[src/rtl/cache_pkg.sv]
// Shared types and constants for the cache line mover: FSM state encoding,
// line/beat geometry and a beat extraction helper.
package cache_pkg;

    localparam int IDX_W  = 5;
    localparam int LINE_W = 128;
    localparam int BEAT_W = 32;
    localparam int BEATS  = LINE_W / BEAT_W;
    localparam int BE_W   = LINE_W / 8;
    localparam int CNT_W  = 2;

    typedef enum logic [2:0] {
        IDLE,
        FILL_COLLECT,
        FILL_WRITE,
        EV_READ,
        EV_WAIT,
        EV_SEND
    } lm_state_e;

    function automatic logic [BEAT_W-1:0] beat_slice(input logic [LINE_W-1:0] line,
                                                     input logic [CNT_W-1:0]  idx);
        return line[idx*BEAT_W +: BEAT_W];
    endfunction

endpackage

[src/rtl/lm_line_buf.sv]
// One-line staging buffer: beat-granular writes for refill assembly, whole-line
// load for victim capture, and a beat read mux for writeback streaming.
module lm_line_buf
    import cache_pkg::*;
(
    input  logic              clk_i,
    input  logic              rst_i,
    input  logic              beat_we_i,
    input  logic [CNT_W-1:0]  beat_idx_i,
    input  logic [BEAT_W-1:0] beat_data_i,
    input  logic              line_ld_i,
    input  logic [LINE_W-1:0] line_data_i,
    input  logic [CNT_W-1:0]  rd_idx_i,
    output logic [BEAT_W-1:0] rd_data_o,
    output logic [LINE_W-1:0] line_o
);

    logic [LINE_W-1:0] line_q;
    logic [LINE_W-1:0] line_d;

    // A line load and a beat write never coincide; the load takes priority anyway.
    always_comb begin
        line_d = line_q;
        if (line_ld_i) begin
            line_d = line_data_i;
        end else if (beat_we_i) begin
            line_d[beat_idx_i*BEAT_W +: BEAT_W] = beat_data_i;
        end
    end

    always_ff @(posedge clk_i or posedge rst_i) begin
        if (rst_i) begin
            line_q <= '0;
        end else begin
            line_q <= line_d;
        end
    end

    assign rd_data_o = beat_slice(line_q, rd_idx_i);
    assign line_o    = line_q;

endmodule

[src/rtl/cache_line_mover.sv]
// Refill/writeback sequencer for the two-way cache data array.
// Optional critical-beat forward path enabled by CACHE_LINE_MOVER_FWD_EN.
//
// state        | meaning
// IDLE         | ready for a refill or writeback request (writeback wins)
// FILL_COLLECT | accepting 4 refill beats into the line buffer
// FILL_WRITE   | one-cycle full-line write into the selected way
// EV_READ      | one-cycle array read of the victim set
// EV_WAIT      | capture selected way's read data into the line buffer
// EV_SEND      | stream 4 writeback beats
module cache_line_mover
    import cache_pkg::*;
(
    input  logic              CK,
    input  logic              RST,
    input  logic              fill_req_valid,
    output logic              fill_req_ready,
    input  logic [IDX_W-1:0]  fill_idx,
    input  logic              fill_way,
    input  logic              fill_beat_valid,
    output logic              fill_beat_ready,
    input  logic [BEAT_W-1:0] fill_beat_data,
    input  logic              evict_req_valid,
    output logic              evict_req_ready,
    input  logic [IDX_W-1:0]  evict_idx,
    input  logic              evict_way,
    output logic              wb_valid,
    input  logic              wb_ready,
    output logic [BEAT_W-1:0] wb_data,
    output logic              wb_last,
    output logic              fwd_valid,
    output logic [BEAT_W-1:0] fwd_data,
    output logic [1:0]        fwd_beat,
    output logic              op_done,
    output logic              busy,
    output logic              CS,
    output logic              OE,
    output logic [IDX_W-1:0]  A,
    output logic [BE_W-1:0]   WEB1,
    output logic [BE_W-1:0]   WEB2,
    output logic [LINE_W-1:0] DI,
    input  logic [LINE_W-1:0] DO1,
    input  logic [LINE_W-1:0] DO2
);

    lm_state_e         state_q, state_d;
    logic [IDX_W-1:0]  idx_q, idx_d;
    logic              way_q, way_d;
    logic [CNT_W-1:0]  cnt_q, cnt_d;

    logic              beat_we;
    logic              line_ld;
    logic [BEAT_W-1:0] rd_beat;
    logic [LINE_W-1:0] line;

    always_comb begin
        state_d         = state_q;
        idx_d           = idx_q;
        way_d           = way_q;
        cnt_d           = cnt_q;
        beat_we         = 1'b0;
        line_ld         = 1'b0;
        fill_req_ready  = 1'b0;
        evict_req_ready = 1'b0;
        fill_beat_ready = 1'b0;
        wb_valid        = 1'b0;
        wb_last         = 1'b0;
        op_done         = 1'b0;
        CS              = 1'b0;
        OE              = 1'b0;
        WEB1            = '0;
        WEB2            = '0;

        case (state_q)
            IDLE: begin
                fill_req_ready  = 1'b1;
                evict_req_ready = 1'b1;
                if (evict_req_valid) begin
                    idx_d   = evict_idx;
                    way_d   = evict_way;
                    cnt_d   = '0;
                    state_d = EV_READ;
                end else if (fill_req_valid) begin
                    idx_d   = fill_idx;
                    way_d   = fill_way;
                    cnt_d   = '0;
                    state_d = FILL_COLLECT;
                end
            end
            FILL_COLLECT: begin
                fill_beat_ready = 1'b1;
                if (fill_beat_valid) begin
                    beat_we = 1'b1;
                    cnt_d   = cnt_q + 1'b1;
                    if (cnt_q == CNT_W'(BEATS - 1)) begin
                        state_d = FILL_WRITE;
                    end
                end
            end
            FILL_WRITE: begin
                CS      = 1'b1;
                op_done = 1'b1;
                if (way_q) begin
                    WEB2 = '1;
                end else begin
                    WEB1 = '1;
                end
                state_d = IDLE;
            end
            EV_READ: begin
                CS      = 1'b1;
                OE      = 1'b1;
                state_d = EV_WAIT;
            end
            EV_WAIT: begin
                line_ld = 1'b1;
                state_d = EV_SEND;
            end
            EV_SEND: begin
                wb_valid = 1'b1;
                wb_last  = (cnt_q == CNT_W'(BEATS - 1));
                if (wb_ready) begin
                    cnt_d = cnt_q + 1'b1;
                    if (wb_last) begin
                        op_done = 1'b1;
                        state_d = IDLE;
                    end
                end
            end
            default: state_d = IDLE;
        endcase
    end

    always_ff @(posedge CK or posedge RST) begin
        if (RST) begin
            state_q <= IDLE;
            idx_q   <= '0;
            way_q   <= 1'b0;
            cnt_q   <= '0;
        end else begin
            state_q <= state_d;
            idx_q   <= idx_d;
            way_q   <= way_d;
            cnt_q   <= cnt_d;
        end
    end

    lm_line_buf u_line_buf (
        .clk_i       (CK),
        .rst_i       (RST),
        .beat_we_i   (beat_we),
        .beat_idx_i  (cnt_q),
        .beat_data_i (fill_beat_data),
        .line_ld_i   (line_ld),
        .line_data_i (way_q ? DO2 : DO1),
        .rd_idx_i    (cnt_q),
        .rd_data_o   (rd_beat),
        .line_o      (line)
    );

    // A and DI are only meaningful while CS is high; elsewhere they just hold.
    assign A       = idx_q;
    assign DI      = line;
    assign wb_data = rd_beat;
    assign busy    = (state_q != IDLE);

`ifdef CACHE_LINE_MOVER_FWD_EN
    logic              fwd_valid_q;
    logic [BEAT_W-1:0] fwd_data_q;
    logic [1:0]        fwd_beat_q;

    always_ff @(posedge CK or posedge RST) begin
        if (RST) begin
            fwd_valid_q <= 1'b0;
            fwd_data_q  <= '0;
            fwd_beat_q  <= '0;
        end else begin
            fwd_valid_q <= beat_we;
            if (beat_we) begin
                fwd_data_q <= fill_beat_data;
                fwd_beat_q <= cnt_q;
            end
        end
    end

    assign fwd_valid = fwd_valid_q;
    assign fwd_data  = fwd_data_q;
    assign fwd_beat  = fwd_beat_q;
`else
    assign fwd_valid = 1'b0;
    assign fwd_data  = '0;
    assign fwd_beat  = '0;
`endif

endmodule
[config.mk]
export PLATFORM = sky130hd
export DESIGN_NAME = cache_line_mover
export DESIGN_NICKNAME = d
export VERILOG_FILES = /design/src/rtl/cache_pkg.sv /design/src/rtl/lm_line_buf.sv /design/src/rtl/cache_line_mover.sv
export SDC_FILE = /design/constraint.sdc
export NUM_CORES = 1
export LEC_CHECK = 0
export ABC_AREA = 1
export CAP_MARGIN = 20
export CORE_AREA = 5 5 210 212
export CTS_BUF_LIST = sky130_fd_sc_hd__clkbuf_4 sky130_fd_sc_hd__clkbuf_8 sky130_fd_sc_hd__clkbuf_16
export DETAILED_ROUTE_END_ITERATION = 6
export DIE_AREA = 0 0 215 217
export PLACE_DENSITY = 0.66
export SLEW_MARGIN = 20
export SYNTH_ARGS = -nofsm -noshare
export SYNTH_HDL_FRONTEND = slang
export SYNTH_SLANG_ARGS = --single-unit
[constraint.sdc]
create_clock -name CK -period 4 [get_ports CK]
set_input_delay 0.4 -clock CK [delete_from_list [all_inputs] [get_ports CK]]
set_output_delay 0.4 -clock CK [all_outputs]
set_load 0.01 [all_outputs]
Yosys cells after proc, flatten, opt, wreduce, memory -nomap -nowiden
Cells that the tools add are included.

Flip-flop bits (word level): 139. Bits of input ports: 306. Output and inout bits: 241. Word-level logic and storage cells: 66.

Add/subtract/negate cells: 2. Equal/unequal tests: 11. Shifts and indexed selects: 3. Muxes and demuxes: 36. Reductions and logical operators: 9.

Operator list (number): $mux W128 (3); $bwmux W128 (1); $shift A32 B34 Y128 const A (1); $shiftx A128 B8 Y32 (1); $shiftx A32 B34 Y128 (1); $mux W16 (4); $neg A7 Y34 (1); $mux W3 (6); $pmux W3 S5 (1); $mux W1 (13); $mux W5 (2); $mux W2 (4); $ne A2 B2 Y1 const B (4); $eq A3 B2 Y1 const B (2); $eq A3 B3 Y1 const B (2); $pmux W2 S3 (1); $reduce_bool A3 Y1 (2); $reduce_and A5 Y1 (1); $reduce_and A4 Y1 (1); $reduce_bool A2 Y1 (2); $eq A3 B1 Y1 const B (1); $logic_not A3 Y1 (1); $ne A3 B3 Y1 const B (1); $add A2 B1 Y2 const B (1); 4 further kinds (4).

Logic depth before layout (Yosys ltp)
Depth after elaboration: 5. Gate-level depth with buffers: 13. Gate-level depth less buffers: 8.

By module
Synthesis repeated with hierarchy kept, for this count alone.

Cells, all modules: 2023. Area total of the unflattened synthesis: 11690.0 sq um.

Modules (own cells, without submodules): lm_line_buf (instances 1, cells each 1440, area each 8892.3 sq um, sequential area each 3203.1 sq um); cache_line_mover (instances 1, cells each 583, area each 2797.7 sq um, sequential area each 275.3 sq um).

Worst setup path after synthesis
OpenSTA, ideal clock, no wires.

Path type: register -> register. Start point: reg cnt_q[0]. End point: reg u_line_buf.line_q[0], in the netlist u_line_buf.line_o[0]. Setup time: 0.066 ns. Data arrival time: 2.140 ns. Required time: 3.934 ns. Path slack: 1.794 ns. Stages on the path, launching flop included: 13. Path buffers: 4. Clock period less this slack: 2.206 ns. Cell sequence: dfrtp_1 buf_2 inv_2 buf_2 clkbuf_1 ha_1 nor2_1 nor2b_1 buf_2 nand3_1 nand2_1 nand2_1 nand2_1.

Word-level cells in the longest chain between the ends: 5. Elaborated cells between the ends (all ways): 6. Classes of those cells: add/sub: 1; shift: 2; mux: 3.

RTL lines: from (decl) (line cache_line_mover.sv:49) `logic [CNT_W-1:0] cnt_q, cnt_d;`; from (signal assigned) (line cache_line_mover.sv:144) `cnt_q <= cnt_d;`; $neg A7 Y34 * (line lm_line_buf.sv:27) `line_d[beat_idx_i*BEAT_W +: BEAT_W] = beat_data_i;`; $shiftx A32 B34 Y128 / $shift A32 B34 Y128 (equally long branches) (line lm_line_buf.sv:27); $bwmux W128 * (line lm_line_buf.sv:27); $mux W128 * (line lm_line_buf.sv:26) `end else if (beat_we_i) begin`; $mux W128 * (line lm_line_buf.sv:24) `if (line_ld_i) begin`; to (signal assigned) (line lm_line_buf.sv:35) `line_q <= line_d;`; to (decl) (line lm_line_buf.sv:18) `logic [LINE_W-1:0] line_q;`.

Every way passes the cells marked *; elsewhere a longest branch is shown, timed or not. The select of a mux whose other input is x is not followed. A chain may end at the register's enable or synchronous reset.

Final worst setup path
Start point: reg cnt_q[0]. End point: out wb_data[25].

Word-level cells in the longest chain between the ends: 1.

RTL lines: $shiftx A128 B8 Y32 (line cache_pkg.sv:23) `return line[idx*BEAT_W +: BEAT_W];`; to (decl) (line cache_line_mover.sv:29) `output logic [BEAT_W-1:0] wb_data,`.

Every way passes these cells.

==> flow_summary.json <==
{
  "route.detailed.wl_per_inst_um": 20.1,
  "dp_hpwl_um": 40000,
  "synth-seq-cells": 139,
  "cts_max_level": 4,
  "r2r-start": "cnt_q[1]",
  "power.net_switching_mw": 5.94,
  "max_clock_freq_mhz": 296,
  "crit_top_cell": "buf_4",
  "rrSetupSlack_ns": 0.98,
  "cts_sink_cnt": 139,
  "clock_insertion_delay_worst_skew_ns": 0.44,
  "number_of_top_level_design_ports": 547,
  "worstSetupPathType": "reg2out",
  "critical_register_to_register_path_endpoint": "u_line_buf.line_o[10]",
  "gp_routability_congestion": 0.907,
  "power.ir.vdd_worst_mv": 0.313,
  "numCtsBuffers": 17,
  "buffers_inserted_by_post_cts_timing_repair": 0,
  "comb_power_share_pct": 63.5,
  "overflow": 0,
  "critical_path_peak_fanout": 53,
  "maxSlewHeadroom_pct": 32.9,
  "startpoint_type_of_the_worst_setup_path": "flop",
  "area.growth.synth_to_final_pct": 52.1,
  "p_sw_share_pct": 49.7,
  "die_w_um": 215,
  "dieHeight_um": 217,
  "ctsLongestPathBuffers": 2,
  "timing.clock.skew_ns": 0.0105,
  "vias_per_cell": 4.94,
  "core_area_um2": 41800,
  "seq_area_frac_synth_pct": 32.5,
  "worst_setup_hold_path_clk_slew_ns": 0.07,
  "outcome": "complete, but fails checks",
  "hold_buffers": 0,
  "ff2ff_path_depth": 6,
  "regArea_um2": 3490,
  "first_global_vias": 13400,
  "synth_area_um2": 10700,
  "maxCapViolations": 0,
  "worstHoldPathType": "in2async",
  "period_share_pct": 84.4,
  "cts_tree": "yes",
  "synth_cell_type_count": 26,
  "first_pass_iters": 7,
  "power.share.clock_pct": 12.7,
  "ant_nets": 0,
  "post-route-drc-count": 9,
  "nNetsFinal": 2485,
  "crit_buf_inv": 3,
  "power_leakage_nw": 7.99,
  "layout-drive-gt1-share_pct": 3.66,
  "rsz0062_at_grt": "no",
  "fin_crit_period_ns": 3.38,
  "fin_util_pct": 39.0,
  "start_util_pct": 25.7,
  "pwr_density_cell_nw_per_um2": 733,
  "grt_start_max_net_pins": 119,
  "postRouteWirelength_um": 54900,
  "p_seq_share_pct": 23.8,
  "area_of_the_die_um2": 46700,
  "setup_violations": 0,
  "violations_in_the_final_reports": "design-rule violations",
  "totalPowerFinal_mw": 11.9,
  "critical_path_required_ns": 3.60,
  "cell_with_the_biggest_individual_delay_on_the_critical_path": "clkdlybuf4s50_1",
  "report.final.slew_viol_count": 0,
  "rows": 75,
  "timing_hold_violations_final": 0,
  "synth-warning-count": 0,
  "netlist_instances": 1785,
  "synth.avg_cell_area_um2": 6.01,
  "antenna_found_initial": 3,
  "critical_path_cell_count": 5,
  "number_of_inserted_filler_cells_in_the_final_layout": 4416,
  "max_slew.worst_pin.slew_ns": 1.00,
  "root_buffer": "clkbuf_16",
  "dr_vias": 13500,
  "fin_tns_setup_ns": 0,
  "arrival_ns": 2.98,
  "ctsResizeCount": 0,
  "max_stage_delay_ns": 0.60,
  "cp-endpoint": "wb_data[25]",
  "grt_pass1_wl_um": 82000,
  "timing.critical_path.cells": "buf_4, buf_4, o21ai_0, o22ai_1, clkdlybuf4s50_1",
  "intPower_mw": 6.01,
  "global_router_s_overall_resource_usage_pct": 22.6,
  "cp-end-kind": "output pin",
  "detail_route.iter0.violations": 1245,
  "numPortBuffers": 511,
  "multi_input_comb_area_um2": 6080,
  "worst_setup_path_startpoint": "cnt_q[0]",
  "critical_path.top_delay_family": "buffers and inverters"
}
[layout make-up]
class	count	share of cell area, %
Multi-Input combinational cell	1433	37.3
Timing Repair Buffer	533	32.6
Sequential cell	139	21.4
Tap cell	539	4.14
Clock buffer	19	2.70
Inverter	50	1.21
Clock inverter	13	0.637
Antenna cell	1	0.0154
[cells in the final DEF (no fill, tap or decap), types with 2 or more instances in the layout]
| master | synthesis | final |
|---|---|---|
| nand2_1 | 891 | 889 |
| clkdlybuf4s50_1 | 0 | 511 |
| nand3_1 | 198 | 198 |
| dfrtp_1 | 139 | 136 |
| nor2_1 | 119 | 118 |
| o21ai_0 | 97 | 97 |
| inv_1 | 47 | 44 |
| conb_1 | 1 | 35 |
| o21ai_1 | 33 | 33 |
| o22ai_1 | 32 | 32 |
| buf_4 | 77 | 19 |
| clkbuf_16 | 0 | 17 |
| nand2_2 | 5 | 7 |
| clkinv_2 | 0 | 7 |
| o31ai_1 | 6 | 6 |
| clkinvlp_4 | 0 | 5 |
| nand3_4 | 4 | 4 |
| ha_1 | 5 | 4 |
| inv_2 | 3 | 3 |
| buf_12 | 0 | 3 |
| nor2_4 | 1 | 2 |
| inv_4 | 0 | 2 |
| nor3_1 | 2 | 2 |
| clkbuf_4 | 0 | 2 |
| dfrtp_4 | 0 | 2 |
[registers in the layout (all words and copies together), names as in the netlist]
register	cells
A	5
cnt_q	2
way_q	1
u_line_buf.line_o	128
state_q	3
[synthesized netlist by cell type (all sizes together)]
cell / number / area share, %
a21o: 1 / 0.070
buf: 153 / 9.0
clkbuf: 44 / 1.5
conb: 1 / 0.035
dfrtp: 139 / 32
ha: 5 / 0.58
inv: 50 / 1.8
nand2: 897 / 32
nand3: 202 / 9.9
nor2: 121 / 4.5
nor2b: 1 / 0.058
nor3: 2 / 0.093
o211ai: 1 / 0.070
o21ai: 130 / 6.1
o22ai: 32 / 1.9
o31ai: 6 / 0.42
[metal layers]
metal	global-route usage, %	up-vias	routed length (um)
li1	-	6327	-
met1	27.9	6282	22000
met2	38.1	747	26400
met3	6.48	98	4930
met4	7.32	4	1470
met5	0	-	27
[worst register-to-register path: stages, from the launching register on]
cell and delay (ns):
dfrtp_2 0.40, inv_2 0.30, ha_2 0.59, nand3_4 0.52, nand2_2 0.88, nand2_1 0.16
nand2_1 0.10
[power groups by stage]
stage	combinational, mW	sequential, mW	clock (mW)
2_1_floorplan	3.61	2.85	0
3_3_place_gp	7.53	2.82	0
3_5_place_dp	7.59	2.83	0
4_1_cts	7.63	2.82	1.56
5_1_grt	8.23	2.91	1.62
6_report	7.59	2.84	1.52
[how the worst min path moves through the flow]
stage	cells past startpoint	start	end
4_1_cts	2	RST	state_q[2]
5_1_grt	2	RST	state_q[2]
3_3_place_gp	2	A[3]	A[3]
3_5_place_dp	2	A[2]	A[2]
6_report	2	RST	state_q[0]
2_1_floorplan	2	A[0]	A[0]
[per-stage QoR]
stage	setup slack (ns)	area (um^2)	hold slack, ns	instances
floorplan	1.79	10900	0.518	1819
global placement	1.07	15800	0.477	2694
detailed placement	0.961	15800	0.484	2694
CTS	0.577	16300	0.351	2726
global route	0.459	16300	0.407	2726
finish	0.622	16300	0.362	2727
[logic make-up (layout without fill, tap and decap cells)]
group | after synthesis | count (layout) | share of synthesized area, %
other | 1 | 36 | 0.0350
AOI/OAI and AO/OA | 170 | 170 | 8.50
and+or+nand+nor | 1223 | 1223 | 46.1
buffers and inverters | 247 | 615 | 12.3
adders and majority gates | 5 | 5 | 0.584
DFF | 139 | 139 | 32.5
(Power assumes the default switching activity.)
